--- config.mk ---
export PLATFORM = sky130hd
export DESIGN_NAME = axilite_noc_request
export DESIGN_NICKNAME = d
export VERILOG_FILES = /design/src/rtl/axilite_noc_request.sv
export SDC_FILE = /design/constraint.sdc
export NUM_CORES = 1
export LEC_CHECK = 0
export CAP_MARGIN = 20
export CORE_MARGIN = 5
export CORE_UTILIZATION = 45
export CTS_CLUSTER_DIAMETER = 150
export DETAILED_ROUTE_END_ITERATION = 6
export PLACE_DENSITY = 0.84
export SETUP_SLACK_MARGIN = 0.5
export SLEW_MARGIN = 20
export SYNTH_ARGS = -nofsm -noshare
export SYNTH_HDL_FRONTEND = slang
export SYNTH_SLANG_ARGS = --single-unit
--- constraint.sdc ---
create_clock -name clk -period 3.1 [get_ports clk]
set_clock_uncertainty 0.2 [all_clocks]
set_input_delay 0.62 -clock clk [delete_from_list [all_inputs] [get_ports clk]]
set_output_delay 0.62 -clock clk [all_outputs]
set_load 0.01 [all_outputs]
--- src/rtl/axilite_noc_request.sv ---
// axilite_noc_request
//   AXI-Lite slave front end that turns read (AR) and write (AW+W) requests
//   into OpenPiton NoC request packets: header0, header1, header2 and, for
//   stores, N = AXI_LITE_DATA_WIDTH/NOC_DATA_WIDTH data flits (LS flit first).
//   Outstanding requests are counted per direction and released by the
//   response stage's completion pulses. This keeps its data FIFO from overflowing.
//
// Ports
//   clk, rst_n                     clock, async active-low reset
//   src_chipid/src_x/src_y         source coordinates placed in header2
//   s_axi_ar*                      read address channel
//   s_axi_aw*                      write address channel
//   s_axi_w*                       write data channel (wstrb ignored)
//   noc_valid_out/noc_data_out/noc_ready_in   NoC request flit stream
//   rd_resp_done, wr_resp_done     one-cycle completion pulses
//
// Build option
//   AXILITE_NOC_SWAP_ENDIAN_EN : byte-reverse each store data flit.
//                                Headers are never swapped.
module axilite_noc_request #(
  parameter int          AXI_LITE_ADDR_WIDTH = 40,
  parameter int          AXI_LITE_DATA_WIDTH = 64,
  parameter int          MAX_OUTSTANDING     = 4,
  parameter logic [2:0]  REQ_SIZE            = 3'b100,
  parameter logic [13:0] DST_CHIPID          = '0,
  parameter logic [7:0]  DST_X               = '0,
  parameter logic [7:0]  DST_Y               = '0,
  parameter logic [3:0]  DST_FBITS           = '0,
  localparam int NOC_DATA_WIDTH   = 64,
  localparam int NOC_CHIPID_WIDTH = 14,
  localparam int NOC_X_WIDTH      = 8,
  localparam int NOC_Y_WIDTH      = 8
) (
  input  logic                             clk,
  input  logic                             rst_n,
  input  logic [NOC_CHIPID_WIDTH-1:0]      src_chipid,
  input  logic [NOC_X_WIDTH-1:0]           src_x,
  input  logic [NOC_Y_WIDTH-1:0]           src_y,
  input  logic [AXI_LITE_ADDR_WIDTH-1:0]   s_axi_araddr,
  input  logic                             s_axi_arvalid,
  output logic                             s_axi_arready,
  input  logic [AXI_LITE_ADDR_WIDTH-1:0]   s_axi_awaddr,
  input  logic                             s_axi_awvalid,
  output logic                             s_axi_awready,
  input  logic [AXI_LITE_DATA_WIDTH-1:0]   s_axi_wdata,
  input  logic [AXI_LITE_DATA_WIDTH/8-1:0] s_axi_wstrb,
  input  logic                             s_axi_wvalid,
  output logic                             s_axi_wready,
  output logic                             noc_valid_out,
  output logic [NOC_DATA_WIDTH-1:0]        noc_data_out,
  input  logic                             noc_ready_in,
  input  logic                             rd_resp_done,
  input  logic                             wr_resp_done
);

  localparam int               N         = AXI_LITE_DATA_WIDTH / NOC_DATA_WIDTH;
  localparam int               IDX_W     = (N > 1) ? $clog2(N) : 1;
  localparam logic [IDX_W-1:0] LAST_IDX  = IDX_W'(N - 1);
  localparam logic [3:0]       MAX_CNT   = 4'(MAX_OUTSTANDING);
  localparam logic [7:0]       MSG_TYPE_NC_LOAD_REQ  = 8'd14;
  localparam logic [7:0]       MSG_TYPE_NC_STORE_REQ = 8'd15;

  typedef enum logic [2:0] {IDLE, HDR0, HDR1, HDR2, DATA} state_t;
  typedef struct packed {
    logic                           full;
    logic [AXI_LITE_ADDR_WIDTH-1:0] addr;
  } addr_buf_t;
  typedef struct packed {
    logic                           full;
    logic [AXI_LITE_DATA_WIDTH-1:0] data;
  } data_buf_t;

  state_t           state;
  addr_buf_t        ar_buf, aw_buf;
  data_buf_t        w_buf;
  logic [3:0]       rd_cnt, wr_cnt;
  logic [7:0]       tag;
  logic             init, rr_wr, cur_wr;
  logic [IDX_W-1:0] idx;

  logic unused_wstrb;
  assign unused_wstrb = ^s_axi_wstrb;

  // init holds the readies low until the first edge after reset release
  assign s_axi_arready = init && !ar_buf.full && (rd_cnt < MAX_CNT);
  assign s_axi_awready = init && !aw_buf.full && (wr_cnt < MAX_CNT);
  assign s_axi_wready  = init && !w_buf.full  && (wr_cnt < MAX_CNT);

  logic ar_hs, aw_hs, w_hs, noc_acc, rd_dec, wr_dec;
  assign ar_hs   = s_axi_arvalid && s_axi_arready;
  assign aw_hs   = s_axi_awvalid && s_axi_awready;
  assign w_hs    = s_axi_wvalid  && s_axi_wready;
  assign noc_acc = noc_valid_out && noc_ready_in;
  // a completion pulse with nothing outstanding is dropped
  assign rd_dec  = rd_resp_done && (rd_cnt != '0);
  assign wr_dec  = wr_resp_done && (wr_cnt != '0);

  logic rd_el, wr_el, pick_wr;
  assign rd_el   = ar_buf.full;
  assign wr_el   = aw_buf.full && w_buf.full;
  assign pick_wr = wr_el && (!rd_el || rr_wr);

  function automatic logic [63:0] mk_hdr0(input logic wr, input logic [7:0] t);
    logic [63:0] h;
    h        = '0;
    h[63:50] = DST_CHIPID;
    h[49:42] = DST_X;
    h[41:34] = DST_Y;
    h[33:30] = DST_FBITS;
    h[29:22] = wr ? 8'(2 + N) : 8'd2;
    h[21:14] = wr ? MSG_TYPE_NC_STORE_REQ : MSG_TYPE_NC_LOAD_REQ;
    h[13:6]  = t;
    return h;
  endfunction

`ifdef AXILITE_NOC_SWAP_ENDIAN_EN
  function automatic logic [NOC_DATA_WIDTH-1:0] byte_swap(input logic [NOC_DATA_WIDTH-1:0] d);
    logic [NOC_DATA_WIDTH-1:0] r;
    for (int b = 0; b < NOC_DATA_WIDTH/8; b++)
      r[b*8 +: 8] = d[NOC_DATA_WIDTH-8-b*8 +: 8];
    return r;
  endfunction
`endif

  logic [AXI_LITE_ADDR_WIDTH-1:0] cur_addr;
  logic [63:0]                    hdr1, hdr2;
  logic [IDX_W-1:0]               flit_idx;
  logic [AXI_LITE_DATA_WIDTH-1:0] flit_shift;
  logic [NOC_DATA_WIDTH-1:0]      data_flit;

  always_comb begin
    cur_addr     = cur_wr ? aw_buf.addr : ar_buf.addr;
    hdr1         = '0;
    hdr1[63:16]  = 48'(cur_addr);
    hdr1[15:13]  = REQ_SIZE;
    hdr2         = '0;
    hdr2[63:50]  = src_chipid;
    hdr2[49:42]  = src_x;
    hdr2[41:34]  = src_y;
    // next data flit: first one when leaving HDR2, otherwise the following one
    flit_idx     = (state == DATA) ? idx + 1'b1 : '0;
    flit_shift   = w_buf.data >> (NOC_DATA_WIDTH * int'(flit_idx));
`ifdef AXILITE_NOC_SWAP_ENDIAN_EN
    data_flit    = byte_swap(flit_shift[NOC_DATA_WIDTH-1:0]);
`else
    data_flit    = flit_shift[NOC_DATA_WIDTH-1:0];
`endif
  end

  always_ff @(posedge clk or negedge rst_n) begin
    if (!rst_n) begin
      state         <= IDLE;
      ar_buf        <= '0;
      aw_buf        <= '0;
      w_buf         <= '0;
      rd_cnt        <= '0;
      wr_cnt        <= '0;
      tag           <= '0;
      init          <= 1'b0;
      rr_wr         <= 1'b0;
      cur_wr        <= 1'b0;
      idx           <= '0;
      noc_valid_out <= 1'b0;
      noc_data_out  <= '0;
    end else begin
      init <= 1'b1;
      if (ar_hs) ar_buf <= '{full: 1'b1, addr: s_axi_araddr};
      if (aw_hs) aw_buf <= '{full: 1'b1, addr: s_axi_awaddr};
      if (w_hs)  w_buf  <= '{full: 1'b1, data: s_axi_wdata};

      if (ar_hs && !rd_dec)      rd_cnt <= rd_cnt + 4'd1;
      else if (!ar_hs && rd_dec) rd_cnt <= rd_cnt - 4'd1;
      if (aw_hs && !wr_dec)      wr_cnt <= wr_cnt + 4'd1;
      else if (!aw_hs && wr_dec) wr_cnt <= wr_cnt - 4'd1;

      case (state)
        IDLE: if (rd_el || wr_el) begin
          cur_wr <= pick_wr;
          // the round-robin bit only moves when both directions contend
          if (rd_el && wr_el) rr_wr <= !pick_wr;
          noc_valid_out <= 1'b1;
          noc_data_out  <= mk_hdr0(pick_wr, tag);
          state         <= HDR0;
        end
        HDR0: if (noc_acc) begin
          noc_data_out <= hdr1;
          tag          <= tag + 8'd1;
          state        <= HDR1;
        end
        HDR1: if (noc_acc) begin
          noc_data_out <= hdr2;
          state        <= HDR2;
        end
        HDR2: if (noc_acc) begin
          if (cur_wr) begin
            noc_data_out <= data_flit;
            idx          <= '0;
            state        <= DATA;
          end else begin
            noc_valid_out <= 1'b0;
            ar_buf.full   <= 1'b0;
            state         <= IDLE;
          end
        end
        DATA: if (noc_acc) begin
          if (idx == LAST_IDX) begin
            noc_valid_out <= 1'b0;
            aw_buf.full   <= 1'b0;
            w_buf.full    <= 1'b0;
            state         <= IDLE;
          end else begin
            noc_data_out <= data_flit;
            idx          <= idx + 1'b1;
          end
        end
        default: state <= IDLE;
      endcase
    end
  end

endmodule

==> flow_summary.yaml <==
yosys:
  synth_edf_count: 0
  ys_seq_area_share_pct: 55.6
  synth_top_cell_by_area: "dfrtp_1"
  ys.flop_type: "dfrtp_1"
  netlist_area_um2: 10500
  syn_avg_cell_area_um2: 12.9
  async_flop_share_pct: 100
  syn-num-nets: 1016
  synthCells: 817
  synth_top_area_share_pct: 55.6
  synth_cell_type_count: 53
  synth_area_leaders: "dfrtp_1 56%, mux2_2 22%, nand2_1 2.5%, a31oi_1 2.1%, mux2i_1 2.0%"
  ys_warn_count: 0
  synth_seq_cells: 234
sta:
  final-hold-violation-count: 0
  finalCritPeriodShare_pct: 82.4
  worst_pin_slew_ns: 0.753
  slew_viol_final: 0
  fmax_mhz: 392
  setup_violations: 0
  rsz0062_at_grt: "yes"
  slew-limit-headroom_pct: 49.8
  finalCriticalPeriod_ns: 2.55
  fin_tns_setup_ns: 0
detailed_routing:
  drc: 0
  first_pass_iters: 4
  drt_iter0_markers: 433
  drt-total-wl_mm: 28.6
  vias: 7515
  wire_per_inst_um: 20.5
  vias_per_cell: 5.37
  ant_nets: 0
worst_setup_path:
  ff2ff_setup_slack_ns: 0.55
  r2r_end: "rd_cnt[3]"
  critPathLaunchType: "flip-flop"
  crit_type: "reg -> reg"
  critPathCaptureType: "flip-flop"
  cp_max_fo: 5
  arrival_ns: 2.76
  rr_worst_depth: 9
  worstPathRequired_ns: 3.31
  crit_path_start: "rd_cnt[2]"
  regToRegStartpoint: "rd_cnt[2]"
clock_network:
  cts.sinks: 234
  root_buffer: "clkbuf_16"
  path_clk_slew_ns: 0.06
  cts_buffer_depth: 3
  cts_buffers: 26
  cts_max_level: 1
  cts_tree: "done"
  clock_latency_ns: 0.53
hold_path:
  min_path_cells: 1
  hold_path.class: "reg -> reg"
  min_from: "tag[7]"
  worstHoldEndpoint: "tag[7]"
die:
  rows: 56
  core_um2: 23300
  die_area_um2: 26500
  start_util_pct: 45.2
  die_y_um: 163
  die_w_um: 163
  io_pins: 258
place:
  place_congestion: 0.865
  hpwl_mm: 19.8
  io_buffer_count: 249
  numPlacedInstances: 1350
pwr:
  p_seq_share_pct: 37.7
  powerDensity_nw_per_um2: 981
  comb_power_share_pct: 40.9
  internal-power_mw: 9.35
  ir_worst_vdd_mv: 0.496
  power_switching_share_pct: 33.7
  leakagePower_nw: 6.24
  clkPwrFrac_pct: 21.4
  netSwitchingPower_mw: 4.76
final_layout:
  nets: 1262
  antenna_cells: 0
  fin_cells: 1399
  final_common_cell: "clkdlybuf4s50_1"
  area.growth.synth_to_final_pct: 36.6
  layout_common_cells: "245 x clkdlybuf4s50_1, 231 x dfrtp_1, 206 x mux2_2"
  drive_gt1_share_pct: 28.5
global_routing:
  antenna_found_initial: 0
  grt_max_degree: 74
  grt_usage_pct: 21.2
  grt_pass1_vias: 8127
  grt_overflow: 0
  grt_pass1_wl_mm: 44.5
flow_run:
  cap_viol_max_count: 0
status:
  status: "finished, final reports clean"
worst max-delay path: stages (launching register included):
cell,delay (ns)
dfrtp_2,0.44
nor4b_4,0.32
and2_4,0.22
ha_4,0.15
inv_1,0.11
ha_1,0.29
a21o_1,0.23
a21oi_1,0.18
mux2i_1,0.20
o31ai_1,0.09
metrics by stage:
stage	total power [mW]	util (%)	cell area, um^2	worst slack [ns]	hold WS, ns
finish	14.1	61.8	14400	0.547	0.272
global route	15.0	61.8	14400	0.417	0.299
CTS	14.2	61.7	14300	0.439	0.276
detailed placement	11.1	58.0	13500	0.228	0.266
global placement	10.9	58.0	13500	0.282	0.265
floorplan	8.86	-	10600	0.454	0.124
state kept, by name, summed over array words and instances, names as in the netlist:
register,count
rr_wr,1
init,1
noc_valid_out,1
cur_wr,1
aw_buf,41
ar_buf,40
rd_el,1
noc_data_out,64
tag,8
rd_cnt,4
w_buf,65
wr_cnt,4
state,3
power by group through the flow:
stage | logic, mW | registers (mW) | clock network [mW]
floorplan | 3.69 | 5.17 | 0
global placement | 5.57 | 5.29 | 0
detailed placement | 5.73 | 5.36 | 0
CTS | 5.78 | 5.32 | 3.07
global route | 6.25 | 5.50 | 3.21
finish | 5.77 | 5.32 | 3.02
how the worst max path moves through the flow:
stage	cells after the start	endpoint	slack, ns
floorplan	10	wr_cnt[3]	0.45
global placement	9	rd_cnt[3]	0.28
detailed placement	8	rd_cnt[3]	0.23
CTS	3	s_axi_wready	0.44
global route	8	rd_cnt[3]	0.42
finish	9	rd_cnt[3]	0.55
final cells by class:
type / count / area, um^2
fillers: 1807 / 8880
flip-flops and latches: 234 / 5860
multi-input cells: 517 / 4470
repair buffers: 277 / 2790
clock buffers: 40 / 743
well taps: 319 / 399
clock inverters: 5 / 86.3
inverters: 7 / 28.8
metal layers:
layer  up-vias  GRT usage [%]  routed length, um
li1       3433              -                  -
met1      3755           26.5              11500
met2       264           35.2              13700
met3        63           6.07               2310
met4         0           8.08               1160
met5         -              0                  0
cells in the mapped netlist (8+ instances only):
master / number
buf_2: 24
a22o_1: 9
clkbuf_1: 21
mux2_2: 206
o21ai_0: 20
a31oi_1: 35
mux2i_1: 21
xnor2_1: 11
nand4_1: 9
nand3_1: 27
a21oi_1: 18
a22oi_1: 10
nor2_1: 8
dfrtp_1: 234
nand2_1: 71
cells by family after synthesis:
| kind of cell | count (synthesis) | synth area share, % |
|---|---|---|
| AND/OR/NAND/NOR | 140 | 6.33 |
| XOR/XNOR | 15 | 1.25 |
| buffers and inverters | 66 | 3.15 |
| adder cells (fa/ha/maj) | 9 | 1.21 |
| flip-flops | 234 | 55.6 |
| multiplexers | 234 | 24.8 |
| other | 1 | 0.0356 |
| AO/OA/AOI/OAI | 118 | 7.59 |
timing repair:
action | 4_1_cts | 5_1_grt
pin swaps | 2 | 4
buffers inserted | 1 | 2
hold buffers | 1 | 0
gates resized for setup | 7 | 10
endpoints found under the hold margin | 68 | 0
setup endpoints to repair | 4 | 4
Note: power is estimated with default switching activity, not from simulation.
